<file path="src/rtl/mem_bus_arbiter_if.sv">
// Bus bundle for mem_bus_arbiter: fetch port, load/store port and memory port.
// master = arbiter side, slave = pipeline/memory side.
interface mem_bus_arbiter_if;
  logic        if_req;
  logic [31:0] if_addr;
  logic [31:0] if_rdata;
  logic        if_ack;
  logic        ls_req;
  logic        ls_we;
  logic [31:0] ls_addr;
  logic [31:0] ls_wdata;
  logic [31:0] ls_rdata;
  logic        ls_ack;
  logic        mem_req;
  logic        mem_we;
  logic [31:0] mem_addr;
  logic [31:0] mem_wdata;
  logic [31:0] mem_rdata;
  logic        mem_ack;
  logic        timeout;

  modport master (
    input  if_req, if_addr, ls_req, ls_we, ls_addr, ls_wdata, mem_rdata, mem_ack,
    output if_rdata, if_ack, ls_rdata, ls_ack, mem_req, mem_we, mem_addr, mem_wdata, timeout
  );

  modport slave (
    output if_req, if_addr, ls_req, ls_we, ls_addr, ls_wdata, mem_rdata, mem_ack,
    input  if_rdata, if_ack, ls_rdata, ls_ack, mem_req, mem_we, mem_addr, mem_wdata, timeout
  );
endinterface

</file>
<file path="src/rtl/mem_bus_arbiter.sv">
// Two-requester memory port arbiter (load/store priority, fetch fairness, timeout).
// Define ARB_PERF_COUNTERS_EN to add grant and stall performance counters.
module mem_bus_arbiter #(
  parameter int unsigned MAX_LS_STREAK  = 4,
  parameter int unsigned TIMEOUT_CYCLES = 255
) (
  input  logic clk,
  input  logic reset,
`ifdef ARB_PERF_COUNTERS_EN
  output logic [31:0] perf_if_grants,
  output logic [31:0] perf_ls_grants,
  output logic [31:0] perf_stall_cycles,
`endif
  mem_bus_arbiter_if.master bus
);

  typedef enum logic [1:0] {IDLE, BUSY, RESP} state_t;

  localparam logic [3:0] STREAK_MAX = 4'(MAX_LS_STREAK);
  localparam logic [7:0] TO_LAST    = 8'(TIMEOUT_CYCLES - 1);

  state_t     state;
  logic       owner_ls;
  logic [3:0] streak;
  logic [7:0] tcnt;
  logic       ls_win;
  logic       if_win;

  always_comb begin
    ls_win = 1'b0;
    if_win = 1'b0;
    if (state == IDLE) begin
      ls_win = bus.ls_req && !(bus.if_req && streak == STREAK_MAX);
      if_win = !ls_win && bus.if_req;
    end
  end

  always_ff @(posedge clk or negedge reset) begin
    if (!reset) begin
      state         <= IDLE;
      owner_ls      <= 1'b0;
      streak        <= '0;
      tcnt          <= '0;
      bus.mem_req   <= 1'b0;
      bus.mem_we    <= 1'b0;
      bus.mem_addr  <= '0;
      bus.mem_wdata <= '0;
      bus.if_rdata  <= '0;
      bus.if_ack    <= 1'b0;
      bus.ls_rdata  <= '0;
      bus.ls_ack    <= 1'b0;
      bus.timeout   <= 1'b0;
    end else begin
      case (state)
        IDLE: begin
          tcnt <= '0;
          if (ls_win) begin
            bus.mem_req   <= 1'b1;
            bus.mem_we    <= bus.ls_we;
            bus.mem_addr  <= bus.ls_addr;
            bus.mem_wdata <= bus.ls_wdata;
            owner_ls      <= 1'b1;
            streak        <= bus.if_req ? streak + 4'd1 : '0;
            state         <= BUSY;
          end else if (if_win) begin
            bus.mem_req   <= 1'b1;
            bus.mem_we    <= 1'b0;
            bus.mem_addr  <= bus.if_addr;
            bus.mem_wdata <= '0;
            owner_ls      <= 1'b0;
            streak        <= '0;
            state         <= BUSY;
          end
        end
        BUSY: begin
          // A mem_ack coinciding with expiry takes precedence and counts as success
          if (bus.mem_ack) begin
            bus.mem_req <= 1'b0;
            if (!bus.mem_we) begin
              if (owner_ls) bus.ls_rdata <= bus.mem_rdata;
              else          bus.if_rdata <= bus.mem_rdata;
            end
            bus.ls_ack <= owner_ls;
            bus.if_ack <= !owner_ls;
            state      <= RESP;
          end else if (TIMEOUT_CYCLES != 0 && tcnt == TO_LAST) begin
            bus.mem_req <= 1'b0;
            if (!bus.mem_we) begin
              if (owner_ls) bus.ls_rdata <= 32'hDEADBEEF;
              else          bus.if_rdata <= 32'hDEADBEEF;
            end
            bus.ls_ack  <= owner_ls;
            bus.if_ack  <= !owner_ls;
            bus.timeout <= 1'b1;
            state       <= RESP;
          end else begin
            tcnt <= tcnt + 8'd1;
          end
        end
        RESP: begin
          bus.if_ack  <= 1'b0;
          bus.ls_ack  <= 1'b0;
          bus.timeout <= 1'b0;
          tcnt        <= '0;
          state       <= IDLE;
        end
        default: state <= IDLE;
      endcase
    end
  end

`ifdef ARB_PERF_COUNTERS_EN
  logic if_stall;
  logic ls_stall;

  // Outside IDLE the latched owner is the only requester not counted as stalled
  assign if_stall = bus.if_req && !(state != IDLE && !owner_ls);
  assign ls_stall = bus.ls_req && !(state != IDLE && owner_ls);

  always_ff @(posedge clk or negedge reset) begin
    if (!reset) begin
      perf_if_grants    <= '0;
      perf_ls_grants    <= '0;
      perf_stall_cycles <= '0;
    end else begin
      if (if_win)               perf_if_grants    <= perf_if_grants + 32'd1;
      if (ls_win)               perf_ls_grants    <= perf_ls_grants + 32'd1;
      if (if_stall || ls_stall) perf_stall_cycles <= perf_stall_cycles + 32'd1;
    end
  end
`else
  // Counters absent; arbitration above is unchanged.
`endif

endmodule

</file>
<file path="src/flat_wrapper.sv">
// flat-port wrapper written by rule: the top's interface ports become plain ports
module mem_bus_arbiter_flat 
#(
  parameter int unsigned MAX_LS_STREAK  = 4,
  parameter int unsigned TIMEOUT_CYCLES = 255
)
  (clk, reset, bus_if_req, bus_if_addr, bus_ls_req, bus_ls_we, bus_ls_addr, bus_ls_wdata, bus_mem_rdata, bus_mem_ack, bus_if_rdata, bus_if_ack, bus_ls_rdata, bus_ls_ack, bus_mem_req, bus_mem_we, bus_mem_addr, bus_mem_wdata, bus_timeout);
  mem_bus_arbiter_if bus_i ();
  input  logic clk;
  input  logic reset;
  input wire logic [$bits(bus_i.if_req)-1:0] bus_if_req;
  input wire logic [$bits(bus_i.if_addr)-1:0] bus_if_addr;
  input wire logic [$bits(bus_i.ls_req)-1:0] bus_ls_req;
  input wire logic [$bits(bus_i.ls_we)-1:0] bus_ls_we;
  input wire logic [$bits(bus_i.ls_addr)-1:0] bus_ls_addr;
  input wire logic [$bits(bus_i.ls_wdata)-1:0] bus_ls_wdata;
  input wire logic [$bits(bus_i.mem_rdata)-1:0] bus_mem_rdata;
  input wire logic [$bits(bus_i.mem_ack)-1:0] bus_mem_ack;
  output wire logic [$bits(bus_i.if_rdata)-1:0] bus_if_rdata;
  output wire logic [$bits(bus_i.if_ack)-1:0] bus_if_ack;
  output wire logic [$bits(bus_i.ls_rdata)-1:0] bus_ls_rdata;
  output wire logic [$bits(bus_i.ls_ack)-1:0] bus_ls_ack;
  output wire logic [$bits(bus_i.mem_req)-1:0] bus_mem_req;
  output wire logic [$bits(bus_i.mem_we)-1:0] bus_mem_we;
  output wire logic [$bits(bus_i.mem_addr)-1:0] bus_mem_addr;
  output wire logic [$bits(bus_i.mem_wdata)-1:0] bus_mem_wdata;
  output wire logic [$bits(bus_i.timeout)-1:0] bus_timeout;
  assign bus_i.if_req = bus_if_req;
  assign bus_i.if_addr = bus_if_addr;
  assign bus_i.ls_req = bus_ls_req;
  assign bus_i.ls_we = bus_ls_we;
  assign bus_i.ls_addr = bus_ls_addr;
  assign bus_i.ls_wdata = bus_ls_wdata;
  assign bus_i.mem_rdata = bus_mem_rdata;
  assign bus_i.mem_ack = bus_mem_ack;
  assign bus_if_rdata = bus_i.if_rdata;
  assign bus_if_ack = bus_i.if_ack;
  assign bus_ls_rdata = bus_i.ls_rdata;
  assign bus_ls_ack = bus_i.ls_ack;
  assign bus_mem_req = bus_i.mem_req;
  assign bus_mem_we = bus_i.mem_we;
  assign bus_mem_addr = bus_i.mem_addr;
  assign bus_mem_wdata = bus_i.mem_wdata;
  assign bus_timeout = bus_i.timeout;
  mem_bus_arbiter #(.MAX_LS_STREAK(MAX_LS_STREAK), .TIMEOUT_CYCLES(TIMEOUT_CYCLES)) u_core (.clk(clk), .reset(reset), .bus(bus_i));
endmodule
</file>
<file path="config.mk">
export PLATFORM = sky130hd
export DESIGN_NAME = mem_bus_arbiter_flat
export DESIGN_NICKNAME = d
export VERILOG_FILES = /design/src/rtl/mem_bus_arbiter_if.sv /design/src/rtl/mem_bus_arbiter.sv /design/src/flat_wrapper.sv
export SDC_FILE = /design/constraint.sdc
export NUM_CORES = 1
export LEC_CHECK = 0
export CORE_MARGIN = 8
export CORE_UTILIZATION = 30
export DETAILED_ROUTE_END_ITERATION = 6
export MAX_ROUTING_LAYER = met4
export SLEW_MARGIN = 20
export SYNTH_ARGS = -nofsm -noshare
export SYNTH_HDL_FRONTEND = slang
export SYNTH_SLANG_ARGS = --single-unit
</file>
<file path="constraint.sdc">
create_clock -name clk -period 2.4 [get_ports clk]
set_clock_uncertainty 0.1 [all_clocks]
set_input_delay 0.48 -clock clk [delete_from_list [all_inputs] [get_ports clk]]
set_output_delay 0.48 -clock clk [all_outputs]
set_load 0.005 [all_outputs]
</file>
==> results of run 1 <==
-- critical path: stages, from the launching register on --
cell and delay, ns:
sky130_fd_sc_hd__dfrtp_1 0.41, sky130_fd_sc_hd__inv_1 0.12, sky130_fd_sc_hd__ha_1 0.30, sky130_fd_sc_hd__and2b_1 0.25, sky130_fd_sc_hd__nand2_1 0.09, sky130_fd_sc_hd__nor2_1 0.52
sky130_fd_sc_hd__a22o_1 0.25
-- metrics by stage --
| stage | hold WS [ns] | std cells | util (%) | instance area, µm² | power [mW] |
|---|---|---|---|---|---|
| floorplan | 0.0844 | 478 | - | 6080 | 6.31 |
| global placement | 0.334 | 994 | 45.2 | 9060 | 9.38 |
| detailed placement | 0.342 | 994 | 45.2 | 9060 | 9.54 |
| CTS | 0.385 | 1027 | 48.4 | 9700 | 12.5 |
| global route | 0.404 | 1027 | 48.4 | 9700 | 13.1 |
| finish | 0.375 | 1027 | 48.4 | 9700 | 12.2 |
-- sequential cells by signal, indices dropped and copies added (netlist names) --
signal                flops
u_core.bus.if_rdata      32
u_core.bus.ls_rdata      32
u_core.bus.mem_addr      32
u_core.bus.mem_wdata     32
u_core.tcnt               8
u_core.streak             4
u_core.state              2
u_core.bus.if_ack         1
u_core.bus.ls_ack         1
u_core.bus.mem_req        1
u_core.bus.mem_we         1
u_core.bus.timeout        1
u_core.owner_ls           1
-- final timing paths --
check / to / slack, ns / cells after the start
min in group asynchronous: u_core.bus.if_rdata[19]$_DFFE_PN0P_ / 0.47 / 2
min reg2reg: u_core.bus.mem_addr[10]$_DFFE_PN0P_ / 0.37 / 2
max reg2reg: u_core.bus.if_rdata[24]$_DFFE_PN0P_ / 0.29 / 6
max: u_core.bus.if_rdata[24]$_DFFE_PN0P_ / 0.29 / 6
min: u_core.bus.mem_addr[10]$_DFFE_PN0P_ / 0.37 / 2
max in group asynchronous: u_core.bus.mem_wdata[11]$_DFFE_PN0P_ / 1.07 / 3
-- layout by cell type, fill, tap and decap left out, types with 2 or more instances in the layout --
master,n
sky130_fd_sc_hd__inv_1,10
sky130_fd_sc_hd__ha_1,9
sky130_fd_sc_hd__buf_4,8
sky130_fd_sc_hd__and3_1,3
sky130_fd_sc_hd__clkinv_4,2
sky130_fd_sc_hd__dfrtp_1,148
sky130_fd_sc_hd__bufinv_16,3
sky130_fd_sc_hd__mux2i_1,34
sky130_fd_sc_hd__a21oi_1,5
sky130_fd_sc_hd__o31ai_1,5
sky130_fd_sc_hd__nor2b_1,2
sky130_fd_sc_hd__inv_8,2
sky130_fd_sc_hd__nand2_1,42
sky130_fd_sc_hd__a22o_1,49
sky130_fd_sc_hd__inv_6,5
sky130_fd_sc_hd__clkbuf_16,17
sky130_fd_sc_hd__nand3_1,7
sky130_fd_sc_hd__or2_1,2
sky130_fd_sc_hd__o22a_2,20
sky130_fd_sc_hd__mux2_2,3
sky130_fd_sc_hd__nor2_1,5
sky130_fd_sc_hd__buf_12,5
sky130_fd_sc_hd__a31oi_1,3
sky130_fd_sc_hd__nand4_1,2
sky130_fd_sc_hd__o22a_1,28
sky130_fd_sc_hd__clkinv_8,2
sky130_fd_sc_hd__clkdlybuf4s50_1,265
sky130_fd_sc_hd__o21ai_0,46
-- power groups by stage --
stage / clock, mW / combinational (mW) / sequential, mW
after floorplan: 0 / 1.90 / 4.41
final: 2.83 / 4.99 / 4.43
after CTS: 2.93 / 5.09 / 4.44
after global routing: 3.05 / 5.42 / 4.59
after global placement: 0 / 4.97 / 4.42
after detailed placement: 0 / 5.08 / 4.46
-- final cells by class --
| type | count | area, µm² |
|---|---|---|
| Clock buffer | 17 | 425 |
| Tap cell | 270 | 338 |
| Fill cell | 1848 | 10300 |
| Sequential cell | 148 | 3700 |
| Inverter | 10 | 37.5 |
| Clock inverter | 15 | 211 |
| Timing Repair Buffer | 280 | 2830 |
| Multi-Input combinational cell | 287 | 2150 |
-- kinds of logic (layout without fill, tap and decap cells) --
| logic type | Yosys count | in the layout | share of synthesized area (%) |
|---|---|---|---|
| AOI/OAI and AO/OA | 166 | 166 | 21.2 |
| adders and majority gates | 9 | 9 | 1.85 |
| buffers and inverters | 43 | 322 | 3.83 |
| DFF | 148 | 148 | 60.9 |
| muxes | 37 | 37 | 6.16 |
| and+or+nand+nor | 75 | 75 | 6.05 |
-- what timing repair did --
action / CTS / global route
gates resized for setup: 0 / 0
hold buffers: 1 / 0
endpoints found under the hold margin: 45 / 0
-- layer usage --
metal | track usage, % | vias up | routed length (µm)
li1 | - | 2307 | -
met1 | 18.3 | 2389 | 8020
met2 | 24.3 | 192 | 8960
met3 | 4.94 | 13 | 1490
met4 | 4.22 | 0 | 165
met5 | - | - | 0
==> results.cfg, run 1 <==
[min_path]
holdCritStartpoint = u_core.bus.mem_addr[10]$_DFFE_PN0P_
min_path_type = flop to flop

[cells_and_area]
drive_above_1_share_pct = 10.2
antennaDiodeCount = 0
post_synthesis_to_final_layout_area_growth_pct = 59.7
final_net_count = 887

[clock_network]
tritoncts_clock_tree = done
clk_pin_slew_ns = 0.06
cts.sink_count = 148
cts_max_path_buffers = 2
cts_post_setup_buffers_inserted = 0
cts_made_buffers = 17
ctsHtreeMaxLevel = 4
cts_root_buffer = sky130_fd_sc_hd__clkbuf_16
insertion_delay_ns = 0.41

[detailed_routing]
drt_iter0_drc = 212
route.detailed.wl_per_inst_um = 18.1
finalWirelength_um = 18600
vias = 4901
count_of_nets_left_with_antenna_violations_after_detail_routing = 0
drt-vias-per-instance = 4.77
route.detailed.drc = 0
router_iterations_before_antenna_repair = 4

[power]
p_leak_nw = 4.11
proportion_of_total_power_due_to_net_switching_pct = 31.0
clock_power_share_pct = 23.1
vdd_drop_max_v = 0.000562
p_seq_share_pct = 36.2
switchingPower_mw = 3.80
intPower_mw = 8.45
power.density_cell_area_nw_per_um2 = 1260
p_comb_share_pct = 40.7

[synthesis]
yosys_warnings = 0
synth.top_cells.by_count = sky130_fd_sc_hd__dfrtp_1, sky130_fd_sc_hd__a22o_1, sky130_fd_sc_hd__o21ai_0
synth_seq_cells = 148
synth.most_common_cell = sky130_fd_sc_hd__dfrtp_1
netlist_top_cells_area = sky130_fd_sc_hd__dfrtp_1, sky130_fd_sc_hd__a22o_1, sky130_fd_sc_hd__mux2i_1, sky130_fd_sc_hd__o22a_1, sky130_fd_sc_hd__o21ai_0
synthArstFlopShare_pct = 100
postSynthCellCount = 478
synth_edf_count = 0
synth_seq_area_share_pct = 60.9
synthFlopType = sky130_fd_sc_hd__dfrtp_1
post-synth-top-area-fraction_pct = 60.9
post_synth_num_cell_types = 45
synthesis.nets = 621
syn_area_um2 = 6080
area_leader_netlist = sky130_fd_sc_hd__dfrtp_1
post_synth.cell_area_avg_um2 = 12.7

[global_routing]
first_global_vias = 5393
global_route.overflow_total = 0
antenna_found_initial = 0
grt_max_degree = 103
grt_first_pass_wirelength_um = 29300
gr-usage-all-layers_pct = 15.2

[setup_path]
required_ns = 2.65
crit_path_end_kind = flop
crit_start = u_core.state[1]$_DFFE_PN0P_
cp_max_fo = 8
path_class = flop to flop
crit-reg2reg-launch = u_core.state[1]$_DFFE_PN0P_
startpoint_type = flop
timing.critical_path.arrival_ns = 2.36

[flow_run]
max_cap_viol = 0

[floorplan]
die_y_um = 158
starting_density_of_the_core_pct = 30.3
core-area_um2 = 20000
floorplan.die_area_um2 = 25100
chipWidth_um = 158
io_pins = 267
num_rows = 52

[timing]
timing.final.hold_violations = 0
finalMaxSlewViolations = 0
share_of_the_clock_period_used_by_the_worst_path_after_layout_pct = 87.9
postLayoutSetupSlackWorst_ns = 0.291
timing.setup.tns_ns = 0
final-setup-viol-count = 0
worst_slew_pin_slew_ns = 0.658
maxClockFrequency_mhz = 474
maxSlewHeadroom_pct = 56.0
fin_crit_period_ns = 2.11
rsz0062_at_grt = no

[place]
place_worst_setup_slack_ns = 0.0376
gp_weighted_congestion = 0.792
io_buffers = 266
dpl.hpwl_um = 14100

[outcome]
status = finished, final reports clean
No activity file was read; power rests on OpenSTA's default activity.
==> run 2: changes to the inputs <==
PLACE_DENSITY = 0.61   (was default)
==> run 2 against run 1 <==
Net effect:
- first-iteration DRC count decreased by 6.6%
- total power decreased by 1.8%
- register-to-register slack improved by 0.06 ns
- die area unchanged
- routed wire length decreased by 1.7%
- utilization decreased by 0.24 points
- worst setup slack improved by 0.065 ns
- critical endpoint is now u_core.tcnt[4]$_DFFE_PN0P_
- largest cell class unchanged
- highest routed layer unchanged
==> results.cfg, run 2 (same netlist as run 1, synthesis figures left out) <==
[timing]
worst_slew_pin_slew_ns = 0.572
postLayoutSetupSlackWorst_ns = 0.356
final-setup-viol-count = 0
finalMaxSlewViolations = 0
maxClockFrequency_mhz = 489
timing.setup.tns_ns = 0
share_of_the_clock_period_used_by_the_worst_path_after_layout_pct = 85.2
maxSlewHeadroom_pct = 61.7
fin_crit_period_ns = 2.04
rsz0062_at_grt = no
timing.final.hold_violations = 0

[power]
vdd_drop_max_v = 0.000518
p_leak_nw = 4.09
power.density_cell_area_nw_per_um2 = 1250

[setup_path]
timing.reg2reg.setup_slack_ns = 0.36
timing.critical_path.arrival_ns = 2.26
crit-reg2reg-launch = u_core.state[1]$_DFFE_PN0P_
path_class = flop to flop
startpoint_type = flop
slowest_delay_ns = 0.45
crit_path_end_kind = flop
worstReg2RegEnd = u_core.tcnt[4]$_DFFE_PN0P_
cp_max_fo = 7
crit_chain = inv_1, ha_1, a21oi_1, o21ai_0, or3_1, o31ai_1
crit_slowest_cell = sky130_fd_sc_hd__or3_1
required_ns = 2.62
r2r_cells = 6

[min_path]
min_delay_worst_endpoint = u_core.bus.mem_addr[25]$_DFFE_PN0P_
hold-path-cell-count = 2
min_path_type = flop to flop
holdCritStartpoint = u_core.bus.mem_addr[25]$_DFFE_PN0P_

[global_routing]
gr-usage-all-layers_pct = 15.0
global_route.overflow_total = 0
grt_first_pass_wirelength_um = 28400
grt_max_degree = 103
first_global_vias = 5395
antenna_found_initial = 0

[flow_run]
max_cap_viol = 0

[cells_and_area]
final_net_count = 886
post_synthesis_to_final_layout_area_growth_pct = 58.9
final_cell_mix = sky130_fd_sc_hd__clkdlybuf4s50_1, sky130_fd_sc_hd__dfrtp_1, sky130_fd_sc_hd__a22o_1, sky130_fd_sc_hd__o21ai_0, sky130_fd_sc_hd__nand2_1
layout.cells.most_common = sky130_fd_sc_hd__clkdlybuf4s50_1
drive_above_1_share_pct = 10.1
antennaDiodeCount = 0

[clock_network]
ctsHtreeMaxLevel = 4
cts_root_buffer = sky130_fd_sc_hd__clkbuf_16
cts_post_setup_buffers_inserted = 0
clk_pin_slew_ns = 0.07
cts_max_path_buffers = 2
insertion_delay_ns = 0.42
cts.sink_count = 148
cts_resized = 0
tritoncts_clock_tree = done
cts_made_buffers = 17

[place]
gp_weighted_congestion = 0.806
place_worst_setup_slack_ns = 0.110
io_buffers = 266
dpl.hpwl_um = 13800

[outcome]
status = finished, final reports clean

[detailed_routing]
route.detailed.drc = 0
route.detailed.wl_per_inst_um = 17.8
drt_iter0_drc = 198
drt-vias-per-instance = 4.77
finalWirelength_um = 18300
vias = 4897
count_of_nets_left_with_antenna_violations_after_detail_routing = 0
router_iterations_before_antenna_repair = 7

[floorplan]
core-area_um2 = 20000
floorplan.die_area_um2 = 25100
num_rows = 52
starting_density_of_the_core_pct = 30.3
chipWidth_um = 158
io_pins = 267
die_y_um = 158
[run 2: cell count changes in the layout (fill, tap and decap cells not counted), sizes merged]
cell,before,now
buf,14,13
clkinvlp,0,1
clkinv,5,7
bufinv,3,0
[run 2: metrics by stage]
step	total power [mW]	cell area [µm²]	hold slack [ns]	std cells	util, %
finish	12.0	9660	0.377	1026	48.2
detailed placement	9.50	9040	0.345	993	45.1
global placement	9.34	9040	0.336	993	45.1
floorplan	6.31	6080	0.0844	478	-
CTS	12.2	9660	0.384	1026	48.2
global route	12.8	9660	0.397	1026	48.2
[run 2: layer usage]
| layer | vias to the layer above | routed length (µm) | global-route usage (%) |
|---|---|---|---|
| met5 | - | 0 | - |
| met4 | 0 | 187 | 5.16 |
| met3 | 13 | 1590 | 5.05 |
| met2 | 221 | 8550 | 23.3 |
| met1 | 2360 | 7990 | 17.9 |
| li1 | 2303 | - | - |
[run 2: how the worst max path moves through the flow]
stage	slack (ns)	start	depth (start not counted)	end
floorplan	0.49	u_core.state[1]$_DFFE_PN0P_	8	u_core.bus.if_rdata[10]$_DFFE_PN0P_
global placement	0.24	bus_mem_ack	6	u_core.bus.if_rdata[10]$_DFFE_PN0P_
detailed placement	0.11	bus_mem_ack	5	u_core.tcnt[4]$_DFFE_PN0P_
CTS	0.34	u_core.bus.mem_we$_DFFE_PN0P_	1	bus_mem_we
global route	0.07	u_core.state[1]$_DFFE_PN0P_	6	u_core.tcnt[4]$_DFFE_PN0P_
finish	0.36	u_core.state[1]$_DFFE_PN0P_	6	u_core.tcnt[4]$_DFFE_PN0P_
[run 2: cell type report]
type | instances | area, µm²
fillers | 1818 | 10400
flip-flops and latches | 148 | 3700
repair buffers | 279 | 2810
multi-input cells | 287 | 2150
clock buffers | 17 | 425
well taps | 270 | 338
clock inverters | 15 | 183
inverters | 10 | 37.5
[run 2: what timing repair did]
item	4_1_cts	5_1_grt
hold buffers	1	0
endpoints found under the hold margin	46	0
endpoints found under the setup margin	0	0
[run 2: critical path: cells and delay by family, from the launching register on]
kind	cells	cell delay [ns]
AO/OA/AOI/OAI	3	0.65
adder cells (fa/ha/maj)	1	0.27
buffers and inverters	1	0.09
flip-flops	1	0.39
AND/OR/NAND/NOR	1	0.45
[run 2: power breakdown]
| group | switching [mW] | total [mW] | internal, mW |
|---|---|---|---|
| registers | 0.749 | 4.41 | 3.66 |
| logic | 1.89 | 4.96 | 3.07 |
| clock network | 1.24 | 2.65 | 1.41 |
==> RTL change: new RTL, config.mk and constraints of run 1 <==
The 3 states of `state_t` get a one-hot encoding in 3 bits.
--- a/src/rtl/mem_bus_arbiter.sv
+++ b/src/rtl/mem_bus_arbiter.sv
@@ -16,3 +16,3 @@
 
-  typedef enum logic [1:0] {IDLE, BUSY, RESP} state_t;
+  typedef enum logic [2:0] {IDLE = 3'b001, BUSY = 3'b010, RESP = 3'b100} state_t;
 
Function: same outputs for any inputs over 4 cycles, from zero or initial values and one cycle with reset low; so few cycles prove little.
==> RTL change against run 1 <==
Die area increased by 0.68%; clock power decreased by 7.4%; worst setup slack got worse by 0.072 ns; area after synthesis increased by 0.76%; total power decreased by 4.7%; wire length increased by 5.8%; cell area increased by 0.76%; sequential cell count increased by 1.
==> RTL change: results (changes against run 1) <==
- Status: completed
- WHS Path Cells: 1 (-1)
- Mean area per synthesized cell: 11.4 um^2 (-10%)
- Non-clk bufs: 288 (+2.9%)
- Critical Path Start: u_core.tcnt[0]
- Syn Nets: 675 (+8.7%)
- Worst reg-to-reg path cell count: 6 (unchanged)
- Combinational share of power: 40.4% (-0.3 points)
- Combinational cell power: 0.00471 W (-5.6%)
- Largest net degree at the start of global routing: 66 (-36%)
- Min-delay src: u_core.bus.if_rdata[3]
- Fin crit share: 90.9% (+3.0 points)
- Fillers: 1771 (-4.2%)
- Largest cells by area after synthesis: dfrtp_1 60%, a22o_1 7.0%, o22a_1 6.9%
- DRT Pass-1 Iters: 5 (+1)
- Clock network share of area: 6.00% (-0.56 points)
- Post-placement cell area: 9180 um^2 (+1.4%)
- CTS Hold Bufs: 1 (unchanged)
- Min Hold Slack: 0.402 ns (+0.0277 ns)
- Final Net Count: 940 (+6.0%)
- Reg area: 3730 um^2 (+0.71%)
- Switching Share: 30.9% (-0.11 points)
- Global placer's final weighted congestion: 0.797 (+0.63%)
- Sequential area share after synthesis: 60.9% (about the same)
- Cell Count Post-Placement: 1052 (+5.8%)
- Vias per cell: 4.92 (+3.1%)
- Post-DP HPWL: 14.8 mm (+5.2%)
- Worst Max-Slew Pin Slew: 0.920 ns (+0.262 ns)
- Seq pwr share: 37.2% (+1.0 points)
- DR WL/cell: 18.2 um (+0.13%)
- Critical-path maximum fanout: 24 (+16)
- Fraction of layout cells with a size suffix above 1: 7.61% (-2.6 points)
- LEAKAGE: 3.97 nW (-3.6%)
- Most instantiated cells after synthesis: 148 x dfrtp_1, 73 x o21ai_0, 49 x a22o_1, 48 x o22a_1, 35 x nor2_1
- DRT iter0 DRCs: 350 (+65%)
- Peak supply drop: 0.412 mV (-27%)
- Post-placement worst setup slack: -0.181 ns (-0.218 ns)
- Global-route wire length before repair: 32.2 mm (+10%)
- Reg-to-reg setup timing slack: 0.22 ns (-0.07 ns)
- Worst Path Arrival: 2.42 ns (+0.06 ns)
- NonClk Buf Share: 29.6% (+0.39 points)
- Fraction of area in multi-input gates: 22.5% (+0.25 points)
- Number of sequential cells: 149 (+0.68%)
- Predominant post-synthesis flop cell: dfrtp_1
- Crit path capture: u_core.bus.ls_rdata[16]
- Total Wirelength: 19.7 mm (+5.8%)
- Multi-Input Combinational: 337 (+17%)
- Post-layout util: 48.6% (+0.21 points)
- Vias in the first global route: 5726 (+6.2%)
- WHS Endpoint: u_core.bus.if_rdata[3]
- Total GRT Usage: 16.1% (+0.91 points)
- Non-CTS inverters: 9 (-1)
-- RTL change: cell types whose count changed after synthesis, moves of 26 or more --
cell,run 1,this run
a21oi_1,5,31
mux2i_1,34,1
nand2_1,43,11
nor2_1,5,35
nor2b_1,2,31
o21ai_0,47,73
-- RTL change: per-layer routing --
metal,track usage [%],share of wire (%),vias to the layer above
li1,-,-,2504
met1,20.0,45,2615
met3,5.51,6.5,15
met4,4.29,1.1,0
met2,24.9,48,203
met5,-,0,-
-- RTL change: worst max-delay path: stages, from the launching register on --
cell,delay [ns]
dfrtp_1,0.42
inv_1,0.09
ha_1,0.13
and3_1,0.20
a21o_1,0.16
and3_1,0.77
o22a_1,0.23
-- RTL change: logic make-up after synthesis --
logic type | after synthesis | synth area share [%]
simple gates | 112 | 9.81
xor+xnor | 1 | 0.143
buf+inv | 51 | 3.53
fa+ha+maj | 4 | 0.817
compound gates | 219 | 24.6
flops | 149 | 60.9
mux | 1 | 0.163
